`config.mk`:
```
export PLATFORM = sky130hd
export DESIGN_NAME = alu_cmd_feeder
export DESIGN_NICKNAME = d
export VERILOG_FILES = /design/src/rtl/alu_cmd_feeder.sv
export SDC_FILE = /design/constraint.sdc
export NUM_CORES = 1
export LEC_CHECK = 0
export CELL_PAD_IN_SITES_DETAIL_PLACEMENT = 0
export CELL_PAD_IN_SITES_GLOBAL_PLACEMENT = 1
export CORE_ASPECT_RATIO = 1.25
export CORE_MARGIN = 1.5
export CORE_UTILIZATION = 45
export DETAILED_ROUTE_END_ITERATION = 8
export PLACE_DENSITY = 0.77
export SYNTH_ARGS = -nofsm -noshare
export SYNTH_HDL_FRONTEND = slang
export SYNTH_SLANG_ARGS = --single-unit
```
`constraint.sdc`:
```
create_clock -name clk -period 3.1 [get_ports clk]
set_input_delay 0.62 -clock clk [delete_from_list [all_inputs] [get_ports clk]]
set_output_delay 0.62 -clock clk [all_outputs]
set_load 0.01 [all_outputs]
```
`src/rtl/alu_cmd_feeder.sv`:
```
// Issue stage for the 4-bit ALU: buffers commands, issues one at a time, captures and presents results.
// Optional reference checker on the ALU result is enabled by defining ALU_REF_CHECK_EN.
module alu_cmd_feeder #(
  parameter int DEPTH       = 4,
  parameter int ALU_LATENCY = 1
) (
  input  logic                     clk,
  input  logic                     rst,
  input  logic                     in_valid,
  output logic                     in_ready,
  input  logic [3:0]               in_a,
  input  logic [3:0]               in_b,
  input  logic [1:0]               in_op,
  output logic [3:0]               alu_a,
  output logic [3:0]               alu_b,
  output logic [1:0]               alu_op,
  input  logic [4:0]               alu_c,
  output logic                     res_valid,
  input  logic                     res_ready,
  output logic [4:0]               res_c,
  output logic [1:0]               res_op,
  output logic [$clog2(DEPTH):0]   fifo_count,
`ifdef ALU_REF_CHECK_EN
  output logic                     chk_err,
  output logic [7:0]               chk_err_cnt,
`endif
  output logic                     busy
);

  localparam int AW = $clog2(DEPTH);
  localparam int CW = (ALU_LATENCY > 1) ? $clog2(ALU_LATENCY) : 1;
  localparam logic [CW-1:0] WAIT_INIT = CW'(ALU_LATENCY - 1);

  typedef enum logic [1:0] {S_IDLE, S_ISSUE, S_WAIT, S_HOLD} state_t;

  logic [9:0]    r_mem [DEPTH];
  logic [AW-1:0] r_wr_ptr, r_rd_ptr;
  logic [AW:0]   r_count;
  state_t        r_state, w_state_nxt;
  logic [CW-1:0] r_wait_cnt;
  logic [3:0]    r_alu_a, r_alu_b;
  logic [1:0]    r_alu_op;
  logic          r_res_valid;
  logic [4:0]    r_res_c;
  logic [1:0]    r_res_op;

  logic          w_full, w_empty, w_push, w_pop, w_capture, w_release;
  logic [9:0]    w_head;

  assign w_full  = (r_count == (AW+1)'(DEPTH));
  assign w_empty = (r_count == '0);
  assign w_push  = in_valid && !w_full;
  assign w_head  = r_mem[r_rd_ptr];

  always_ff @(posedge clk) begin
    if (w_push) r_mem[r_wr_ptr] <= {in_a, in_b, in_op};
  end

  always_ff @(posedge clk or posedge rst) begin
    if (rst) begin
      r_wr_ptr <= '0;
      r_rd_ptr <= '0;
      r_count  <= '0;
    end else begin
      if (w_push) r_wr_ptr <= r_wr_ptr + AW'(1);
      if (w_pop)  r_rd_ptr <= r_rd_ptr + AW'(1);
      case ({w_push, w_pop})
        2'b10:   r_count <= r_count + (AW+1)'(1);
        2'b01:   r_count <= r_count - (AW+1)'(1);
        default: r_count <= r_count;
      endcase
    end
  end

  // Pops look only at the registered count, so a command is never popped in its push cycle.
  always_comb begin
    w_state_nxt = r_state;
    w_pop       = 1'b0;
    w_capture   = 1'b0;
    w_release   = 1'b0;
    case (r_state)
      S_IDLE: begin
        if (!w_empty) begin
          w_pop       = 1'b1;
          w_state_nxt = S_ISSUE;
        end
      end
      S_ISSUE: w_state_nxt = S_WAIT;
      S_WAIT: begin
        if (r_wait_cnt == '0) begin
          w_capture   = 1'b1;
          w_state_nxt = S_HOLD;
        end
      end
      S_HOLD: begin
        if (res_ready) begin
          w_release = 1'b1;
          if (!w_empty) begin
            w_pop       = 1'b1;
            w_state_nxt = S_ISSUE;
          end else begin
            w_state_nxt = S_IDLE;
          end
        end
      end
      default: w_state_nxt = S_IDLE;
    endcase
  end

  always_ff @(posedge clk or posedge rst) begin
    if (rst) begin
      r_state     <= S_IDLE;
      r_wait_cnt  <= '0;
      r_alu_a     <= '0;
      r_alu_b     <= '0;
      r_alu_op    <= '0;
      r_res_valid <= 1'b0;
      r_res_c     <= '0;
      r_res_op    <= '0;
    end else begin
      r_state <= w_state_nxt;
      if (r_state == S_ISSUE)
        r_wait_cnt <= WAIT_INIT;
      else if (r_state == S_WAIT && r_wait_cnt != '0)
        r_wait_cnt <= r_wait_cnt - CW'(1);
      if (w_pop) begin
        r_alu_a  <= w_head[9:6];
        r_alu_b  <= w_head[5:2];
        r_alu_op <= w_head[1:0];
      end
      if (w_capture) begin
        r_res_c     <= alu_c;
        r_res_op    <= r_alu_op;
        r_res_valid <= 1'b1;
      end else if (w_release) begin
        r_res_valid <= 1'b0;
      end
    end
  end

`ifdef ALU_REF_CHECK_EN
  logic [4:0] w_exp;
  logic       r_chk_err;
  logic [7:0] r_chk_err_cnt;

  always_comb begin
    w_exp = '0;
    case (r_alu_op)
      2'b00:   w_exp = {r_alu_a[3], r_alu_a} + {r_alu_b[3], r_alu_b};
      2'b01:   w_exp = {r_alu_a[3], r_alu_a} - {r_alu_b[3], r_alu_b};
      2'b10:   w_exp = ~{r_alu_a[3], r_alu_a};
      default: w_exp = {4'b0000, |r_alu_b};
    endcase
  end

  always_ff @(posedge clk or posedge rst) begin
    if (rst) begin
      r_chk_err     <= 1'b0;
      r_chk_err_cnt <= '0;
    end else if (w_capture && (alu_c != w_exp)) begin
      r_chk_err <= 1'b1;
      if (r_chk_err_cnt != 8'hFF) r_chk_err_cnt <= r_chk_err_cnt + 8'd1;
    end
  end

  assign chk_err     = r_chk_err;
  assign chk_err_cnt = r_chk_err_cnt;
`endif

  assign in_ready   = !w_full;
  assign alu_a      = r_alu_a;
  assign alu_b      = r_alu_b;
  assign alu_op     = r_alu_op;
  assign res_valid  = r_res_valid;
  assign res_c      = r_res_c;
  assign res_op     = r_res_op;
  assign fifo_count = r_count;
  assign busy       = (r_state != S_IDLE);

endmodule

```
==> results.json, run 1 <==
{
  "antenna_found_initial": 0,
  "hold_buffers": 0,
  "clock-root-buffer": "clkbuf_8",
  "cts.clk_slew.worst_paths_ns": 0.07,
  "clk_path_buf_depth": 2,
  "status": "complete, no violations",
  "syn_inst": 153,
  "multi_input_area_um2": 837.1,
  "ant_nets": 0,
  "seqCellArea_um2": 1902,
  "wl_met2_mm": 2.478,
  "intPower_mw": 2.398,
  "clock-sinks": 68,
  "ys_top_cells_by_area": "edfxtp_1, dfrtp_1, mux4_2",
  "hpwl_mm": 3.191,
  "yosysWarnings": 0,
  "slew-limit-headroom_pct": 54.69,
  "grt.overflow.total": 0,
  "cp.arrival_ns": 1.81,
  "yosysTopAreaCellShare_pct": 42.72,
  "drc": 0,
  "power.total_mw": 3.499,
  "timing.critical_path.from_type": "register",
  "swShare_pct": 31.45,
  "netlist.top_cell.by_area": "edfxtp_1",
  "avgSynthCellArea_um2": 18.38,
  "diodes": 0,
  "wl_met3_um": 187,
  "path_class": "register to output pin",
  "final_nets": 233,
  "row_count": 32,
  "via_per_inst": 4.901,
  "final_cell_mix": "clkdlybuf4s50_1, edfxtp_1, dfrtp_1",
  "end_kind": "output pin",
  "comb_power_share_pct": 39.2,
  "power_leakage_nw": 1.352,
  "grt_pass1_wl_mm": 7.693,
  "maxSlewViolCount": 0,
  "h-tree-depth": 3,
  "hold_path.class": "register to register",
  "skew_ns": 0.01070,
  "gp_congestion": 0.7687,
  "clock_latency_ns": 0.34,
  "core-area_um2": 6086,
  "firstDrtPassIters": 4,
  "max_freq_mhz": 411.8,
  "die_x_um": 73.70,
  "grtUsageTotal_pct": 15.96,
  "switchingPower_mw": 1.100,
  "layout-drive-gt1-share_pct": 23.08,
  "n_fill_cell": 481,
  "wl_met1_mm": 1.836,
  "fin_crit_ns": 2.428,
  "synth_edf_count": 40,
  "fin_cells": 293,
  "fin_ws_ns": 0.6716,
  "synth_nets": 183,
  "rsz0062_at_grt": "no",
  "dpl_cell_area_um2": 3312,
  "routed.top_layer": "met4",
  "cp_max_fo": 6,
  "cts_buffers": 9,
  "areaGrowthSynthToFinish_pct": 24.08,
  "seqPwrFrac_pct": 42.5,
  "worst_slew_pin_slew_ns": 0.6783,
  "synth-seq-cells": 68,
  "finalHoldViolations": 0,
  "seq_area_frac_synth_pct": 67.65,
  "cts_setup_buffers": 0,
  "vdd_drop_max_uv": 391.0,
  "routed_wl_mm": 4.619,
  "start_util_pct": 46.20,
  "ios": 42,
  "vias": 1436,
  "pwr-share-clk_pct": 18.2,
  "setup_viol_count_final": 0,
  "drt-initial-drc-count": 41,
  "drv_cap": 0,
  "dieArea_um2": 6734,
  "finalCritPeriodShare_pct": 78.33,
  "powerDensity_nw_per_um2": 1003,
  "synth_area_um2": 2811,
  "synth.distinct_cells": 30,
  "required_ns": 2.48,
  "place_ws_ns": 0.3757,
  "postCtsResizedCells": 0,
  "die_h_um": 91.37,
  "cts_tree": "built",
  "hold_slack_ns": 0.4953,
  "numPortBuffers": 41,
  "design_area_um2": 3488,
  "grt_pass1_vias": 1571,
  "wl_per_cell_um": 15.76,
  "async_reset_ff_share_pct": 41.18,
  "setup_tns_ns": 0,
  "layout_commonest_cell": "clkdlybuf4s50_1",
  "synth-main-ff-cell": "edfxtp_1",
  "fin_util_pct": 57.32,
  "grt_max_degree": 29,
  "dp.cells": 277
}
metal layers:
| metal | vias up | global-route usage (%) |
|---|---|---|
| met5 | - | 0 |
| met4 | 0 | 7.870 |
| met3 | 11 | 4.661 |
| met2 | 38 | 26.35 |
| met1 | 724 | 18.58 |
| li1 | 663 | - |
flip-flops by register name, summed over array words and instances (netlist names):
signal and flops:
r_mem 40, res_c 5, alu_a 4, alu_b 4, fifo_count 3, alu_op 2
r_rd_ptr 2, r_state 2, r_wr_ptr 2, res_op 2, r_wait_cnt 1, res_valid 1
area by class of cell:
class	instances	area share (%)
multi-input cells	70	24.00
clock inverters	6	1.112
inverters	11	1.184
well taps	85	3.049
clock buffers	10	3.945
repair buffers	43	12.20
flip-flops and latches	68	54.52
worst paths after layout:
path / slack, ns / end / startpoint / cells after the start
worst max-delay path: 0.67 / busy / r_state[0] / 4
worst min-delay path: 0.50 / res_valid / res_valid / 1
worst max register to register: 0.75 / fifo_count[2] / r_state[0] / 10
worst min register to register: 0.50 / res_valid / res_valid / 1
max in group asynchronous: 2.18 / r_rd_ptr[1] / rst / 3
min in group asynchronous: 0.63 / res_c[4] / rst / 3
kinds of logic after synthesis:
kind of cell	Yosys count	share of synthesized area (%)
simple gates	17	3.382
flops	68	67.65
buf+inv	15	2.581
fa+ha+maj	11	5.162
compound gates	6	2.047
mux	30	17.31
xor+xnor	6	1.870
worst max-delay path, stage by stage (launching register included):
cell and delay [ns]:
dfrtp_1 0.44, inv_1 0.11, ha_1 0.24, inv_1 0.13, clkdlybuf4s50_1 0.55
synthesized netlist by cell type, types with 2 or more instances:
library cell / n
and3_1: 4
buf_6: 2
dfrtp_1: 28
edfxtp_1: 40
ha_1: 10
inv_1: 11
mux2_2: 11
mux2_4: 8
mux4_1: 2
mux4_2: 8
nand2_1: 4
nor2_1: 2
nor2b_1: 2
xnor2_1: 3
xor2_1: 3
power by group through the flow:
stage / Combinational, mW / Clock (mW) / Sequential (mW)
finish: 1.37 / 0.638 / 1.49
global route: 1.50 / 0.692 / 1.54
CTS: 1.40 / 0.657 / 1.50
detailed placement: 1.39 / 0 / 1.52
global placement: 1.35 / 0 / 1.49
floorplan: 0.905 / 0 / 1.48
No activity file was read; power rests on OpenSTA's default activity.
==> run 2, diff against run 1 <==
==> constraint.sdc (replaced) <==
create_clock -name clk -period 2.3 [get_ports clk]
set_input_delay 0.46 -clock clk [delete_from_list [all_inputs] [get_ports clk]]
set_output_delay 0.46 -clock clk [all_outputs]
set_load 0.01 [all_outputs]
==> run 2 against run 1 <==
Against the previous run: design area grew 3.0%; critical endpoint is now fifo_count[2]; clock power is 41% higher; flip-flop and latch count is the same; non-clock buffer count increased by 11; first-iteration DRC count is 2.4% lower; hold slack lost 0.012 ns; clock-buffer cell count increased by 1.
==> results.json, run 2 (synthesis gave the netlist of run 1 again) <==
{
  "seqPwrFrac_pct": 40.4,
  "critPathMaxStageDelay_ns": 0.42,
  "die_h_um": 91.37,
  "power.total_mw": 4.886,
  "drt-initial-drc-count": 40,
  "fin_cells": 304,
  "die_x_um": 73.70,
  "finalHoldViolations": 0,
  "crit_cells": 10,
  "clk_path_buf_depth": 2,
  "diodes": 0,
  "hold_path.class": "register to register",
  "place_ws_ns": -0.09698,
  "swShare_pct": 30.09,
  "skew_ns": 0.006883,
  "start_util_pct": 46.20,
  "slew-limit-headroom_pct": 66.28,
  "ff2ff_setup_slack_ns": 0.14,
  "areaGrowthSynthToFinish_pct": 27.86,
  "pwr-share-clk_pct": 18.5,
  "row_count": 32,
  "fin_ws_ns": 0.1402,
  "switchingPower_mw": 1.470,
  "layout-drive-gt1-share_pct": 28.31,
  "maxSlewViolCount": 0,
  "antenna_found_initial": 0,
  "vias": 1494,
  "whs_endpoint": "res_valid",
  "hold-path-cell-count": 1,
  "dp.cells": 287,
  "vdd_drop_max_uv": 703.4,
  "grt_pass1_vias": 1634,
  "reg2reg_from": "r_state[1]",
  "drv_cap": 0,
  "grt.overflow.total": 0,
  "core-area_um2": 6086,
  "h-tree-depth": 3,
  "path_cells": "inv_1, ha_2, inv_2, a211oi_4, ha_4, inv_1, fa_1, xor2_1, nor2_1, xor2_1",
  "via_per_inst": 4.914,
  "drc": 0,
  "powerDensity_nw_per_um2": 1359,
  "cts.clk_slew.worst_paths_ns": 0.07,
  "firstDrtPassIters": 4,
  "fin_crit_ns": 2.160,
  "largest_reg_flops": 40,
  "timing.critical_path.from_type": "register",
  "regMostFlops": "r_mem",
  "hpwl_mm": 3.202,
  "dpl_cell_area_um2": 3402,
  "ios": 42,
  "hold_slack_ns": 0.4838,
  "final_cell_mix": "clkdlybuf4s50_1, edfxtp_1, dfrtp_1",
  "wl_met2_mm": 2.522,
  "worst_slew_pin_slew_ns": 0.5058,
  "fin_util_pct": 59.07,
  "ff2ff_path_depth": 10,
  "cpLargestDelayFamily": "adder cells",
  "comb_power_share_pct": 41.2,
  "wl_met1_mm": 1.879,
  "power_leakage_nw": 1.407,
  "numPortBuffers": 41,
  "setup_viol_count_final": 0,
  "dieArea_um2": 6734,
  "rsz0062_at_grt": "no",
  "path_buf_inv": 3,
  "cp_max_fo": 5,
  "min_from": "res_valid",
  "end_kind": "register",
  "cp.arrival_ns": 2.41,
  "setup_tns_ns": 0,
  "path_class": "register to register",
  "clock-root-buffer": "clkbuf_8",
  "wl_per_cell_um": 15.37,
  "grtUsageTotal_pct": 15.84,
  "n_fill_cell": 467,
  "routed_wl_mm": 4.673,
  "required_ns": 2.55,
  "cts_buffers": 9,
  "cts_tree": "built",
  "gp_congestion": 0.7650,
  "finalCritPeriodShare_pct": 93.90,
  "routed.top_layer": "met4",
  "grt_max_degree": 29,
  "max_freq_mhz": 463.0,
  "intPower_mw": 3.416,
  "wl_met3_um": 225,
  "status": "complete, no violations",
  "slowest_stage": "dfrtp_1",
  "design_area_um2": 3595,
  "crit_start": "r_state[1]",
  "clock_latency_ns": 0.33,
  "timing.rr.end": "fifo_count[2]",
  "layout_commonest_cell": "clkdlybuf4s50_1",
  "hold_buffers": 0,
  "ant_nets": 0,
  "grt_pass1_wl_mm": 7.645,
  "final_nets": 244,
  "clock-sinks": 68
}
run 2: cell types whose count changed in the layout (fill, tap and decap cells not counted), sizes merged:
cell and change:
clkinvlp -1, inv -1, clkbuf +1, bufinv +1, buf +11
run 2: worst max path at each step:
stage,endpoint,slack [ns]
2_1_floorplan,fifo_count[2],0.03
3_3_place_gp,fifo_count[2],-0.04
3_5_place_dp,fifo_count[2],-0.1
4_1_cts,fifo_count[2],0.08
5_1_grt,fifo_count[2],0.007
6_report,fifo_count[2],0.14
run 2: repair_timing:
item                       CTS  global route
buffers inserted             0             1
gates resized for setup      0             1
setup endpoints to repair    0             1
run 2: final cells by class:
| cell class | count | area, um^2 | share of cell area [%] |
|---|---|---|---|
| clock buffer | 11 | 131.4 | 3.655 |
| clock inverter | 5 | 52.55 | 1.462 |
| inverter | 11 | 41.29 | 1.149 |
| multi-input combinational | 70 | 852.1 | 23.70 |
| sequential | 68 | 1903 | 52.94 |
| tap | 85 | 106.4 | 2.959 |
| timing repair buffer | 54 | 508.0 | 14.13 |
run 2: worst reg2reg max path, cell delays in order, from the launching register on:
cell      delay (ns)
dfrtp_1         0.42
inv_1           0.12
ha_2            0.22
inv_2           0.06
a211oi_4        0.25
ha_4            0.17
inv_1           0.05
fa_1            0.37
xor2_1          0.15
nor2_1          0.11
xor2_1          0.16
run 2: routing by layer:
layer  up-vias  GRT usage [%]
met2        37          27.25
li1        684              -
met5         -              0
met1       768          17.29
met3         5          4.994
met4         0          7.407
run 2: power groups by stage:
stage	clock network [mW]	logic, mW	registers (mW)
after detailed placement	0	2.03	2.00
after CTS	0.937	2.04	1.98
final	0.902	2.01	1.97
after global placement	0	1.95	1.98
after floorplan	0	1.25	2.00
after global routing	0.982	2.21	2.03
==> run 3, diff against run 2 <==
--- a/config.mk
+++ b/config.mk
@@ -11,7 +11,9 @@
 export CORE_MARGIN = 1.5
 export CORE_UTILIZATION = 45
 export DETAILED_ROUTE_END_ITERATION = 8
+export GPL_ROUTABILITY_DRIVEN = 1
 export PLACE_DENSITY = 0.77
+export REMOVE_ABC_BUFFERS = 1
 export SYNTH_ARGS = -nofsm -noshare
 export SYNTH_HDL_FRONTEND = slang
 export SYNTH_SLANG_ARGS = --single-unit
==> run 3 against run 2 <==
Against the previous run: total power increased by 2.0%; hold slack improved by 0.0026 ns; register-to-register slack about the same; critical endpoint unchanged; largest cell class unchanged; setup slack got worse by 0.014 ns; die area unchanged; critical path depth unchanged.
==> results.json, run 3 (synthesis gave the netlist of run 1 again) <==
{
  "status": "complete, no violations",
  "timing.critical_path.from_type": "register",
  "setup_tns_ns": 0,
  "clock-sinks": 68,
  "design_area_um2": 3581,
  "slew-limit-headroom_pct": 62.55,
  "power_leakage_nw": 1.393,
  "grt.overflow.total": 0,
  "finalHoldViolations": 0,
  "row_count": 32,
  "firstDrtPassIters": 4,
  "fin_crit_ns": 2.174,
  "via_per_inst": 4.993,
  "die_h_um": 91.37,
  "grt_pass1_vias": 1583,
  "clk_path_buf_depth": 2,
  "diodes": 0,
  "fin_util_pct": 58.84,
  "ios": 42,
  "finalCritPeriodShare_pct": 94.51,
  "ff2ff_setup_slack_ns": 0.13,
  "gp_congestion": 0.8520,
  "dieArea_um2": 6734,
  "maxSlewViolCount": 0,
  "skew_ns": 0.007354,
  "hold_buffers": 0,
  "setup_viol_count_final": 0,
  "dpl_cell_area_um2": 3357,
  "cts_tree": "built",
  "wl_per_cell_um": 16.20,
  "path_class": "register to register",
  "largest_reg_flops": 40,
  "drt-initial-drc-count": 64,
  "reg2reg_from": "r_state[0]",
  "n_fill_cell": 484,
  "numPortBuffers": 41,
  "drc": 0,
  "core-area_um2": 6086,
  "die_x_um": 73.70,
  "final_nets": 240,
  "hpwl_mm": 3.343,
  "ff2ff_path_depth": 10,
  "layout_commonest_cell": "clkdlybuf4s50_1",
  "cp_max_fo": 6,
  "rsz0062_at_grt": "no",
  "crit_start": "r_state[0]",
  "regMostFlops": "r_mem",
  "required_ns": 2.56,
  "areaGrowthSynthToFinish_pct": 27.37,
  "timing.rr.end": "fifo_count[2]",
  "grt_max_degree": 29,
  "grtUsageTotal_pct": 16.60,
  "start_util_pct": 46.20,
  "h-tree-depth": 3,
  "ant_nets": 0,
  "routed_wl_mm": 4.860,
  "vdd_drop_max_uv": 661.9,
  "grt_pass1_wl_mm": 8.031,
  "powerDensity_nw_per_um2": 1392,
  "cp.arrival_ns": 2.43,
  "vias": 1498,
  "antenna_found_initial": 0,
  "cts_buffers": 9,
  "clock-root-buffer": "clkbuf_8",
  "seqCellArea_um2": 1904,
  "drv_cap": 0,
  "hold_path.class": "input port to asynchronous set/reset pin",
  "max_freq_mhz": 460.0,
  "layout-drive-gt1-share_pct": 27.44,
  "end_kind": "register",
  "hold_slack_ns": 0.4863,
  "clock_latency_ns": 0.34,
  "multi_input_area_um2": 842.1,
  "cts.clk_slew.worst_paths_ns": 0.07,
  "worst_slew_pin_slew_ns": 0.5617,
  "final_cell_mix": "clkdlybuf4s50_1, edfxtp_1, dfrtp_1"
}
run 3: cell count changes in the layout (fill, tap and decap cells not counted), sizes merged:
cell    previous run  this run
bufinv             1         2
buf               13         9
clkinv             3         2
run 3: final cells by class:
cell class | instances | area share, %
Sequential cell | 68 | 53.18
Timing Repair Buffer | 50 | 13.35
Clock buffer | 11 | 3.669
Tap cell | 85 | 2.970
Inverter | 11 | 1.153
Clock inverter | 5 | 2.166
Multi-Input combinational cell | 70 | 23.52
run 3: how the worst max path moves through the flow:
stage | slack (ns) | to | depth (start not counted)
finish | 0.13 | fifo_count[2] | 10
global route | 0.003 | fifo_count[2] | 10
CTS | 0.02 | busy | 4
detailed placement | -0.14 | fifo_count[2] | 9
global placement | -0.07 | fifo_count[2] | 9
floorplan | -0.28 | fifo_count[2] | 10
run 3: what timing repair did:
| action | 4_1_cts | 5_1_grt |
|---|---|---|
| resized for setup | 0 | 6 |
| endpoints found under the setup margin | 0 | 2 |
| setup buffers | 0 | 1 |
run 3: report_power, final:
group / leakage (nW) / internal [mW] / total, mW / switching (mW)
Combinational: 0.596 / 1.16 / 1.97 / 0.808
Clock: 0.103 / 0.607 / 1.04 / 0.433
Sequential: 0.694 / 1.72 / 1.97 / 0.255
Total: 1.39 / 3.49 / 4.99 / 1.50
run 3: critical path, cell delays in order (launching register included):
cell,delay [ns]
dfrtp_2,0.45
inv_2,0.09
ha_2,0.19
inv_1,0.07
a211oi_4,0.22
ha_2,0.21
inv_1,0.05
fa_1,0.37
xor2_1,0.15
nor2_1,0.12
xor2_1,0.17
run 3: routing by layer:
metal / track usage (%) / part of all wire, %
met1: 18.48 / 39
met2: 28.38 / 54
met3: 5.105 / 4.2
met4: 7.562 / 2.0
met5: 0 / 0
run 3: through the flow:
step | std cells | worst slack (ns) | power, mW
floorplan | 149 | -0.2779 | 3.162
global placement | 283 | -0.06712 | 3.853
detailed placement | 283 | -0.1381 | 3.978
CTS | 299 | 0.02366 | 5.022
global route | 300 | 0.002525 | 5.273
finish | 300 | 0.1263 | 4.986
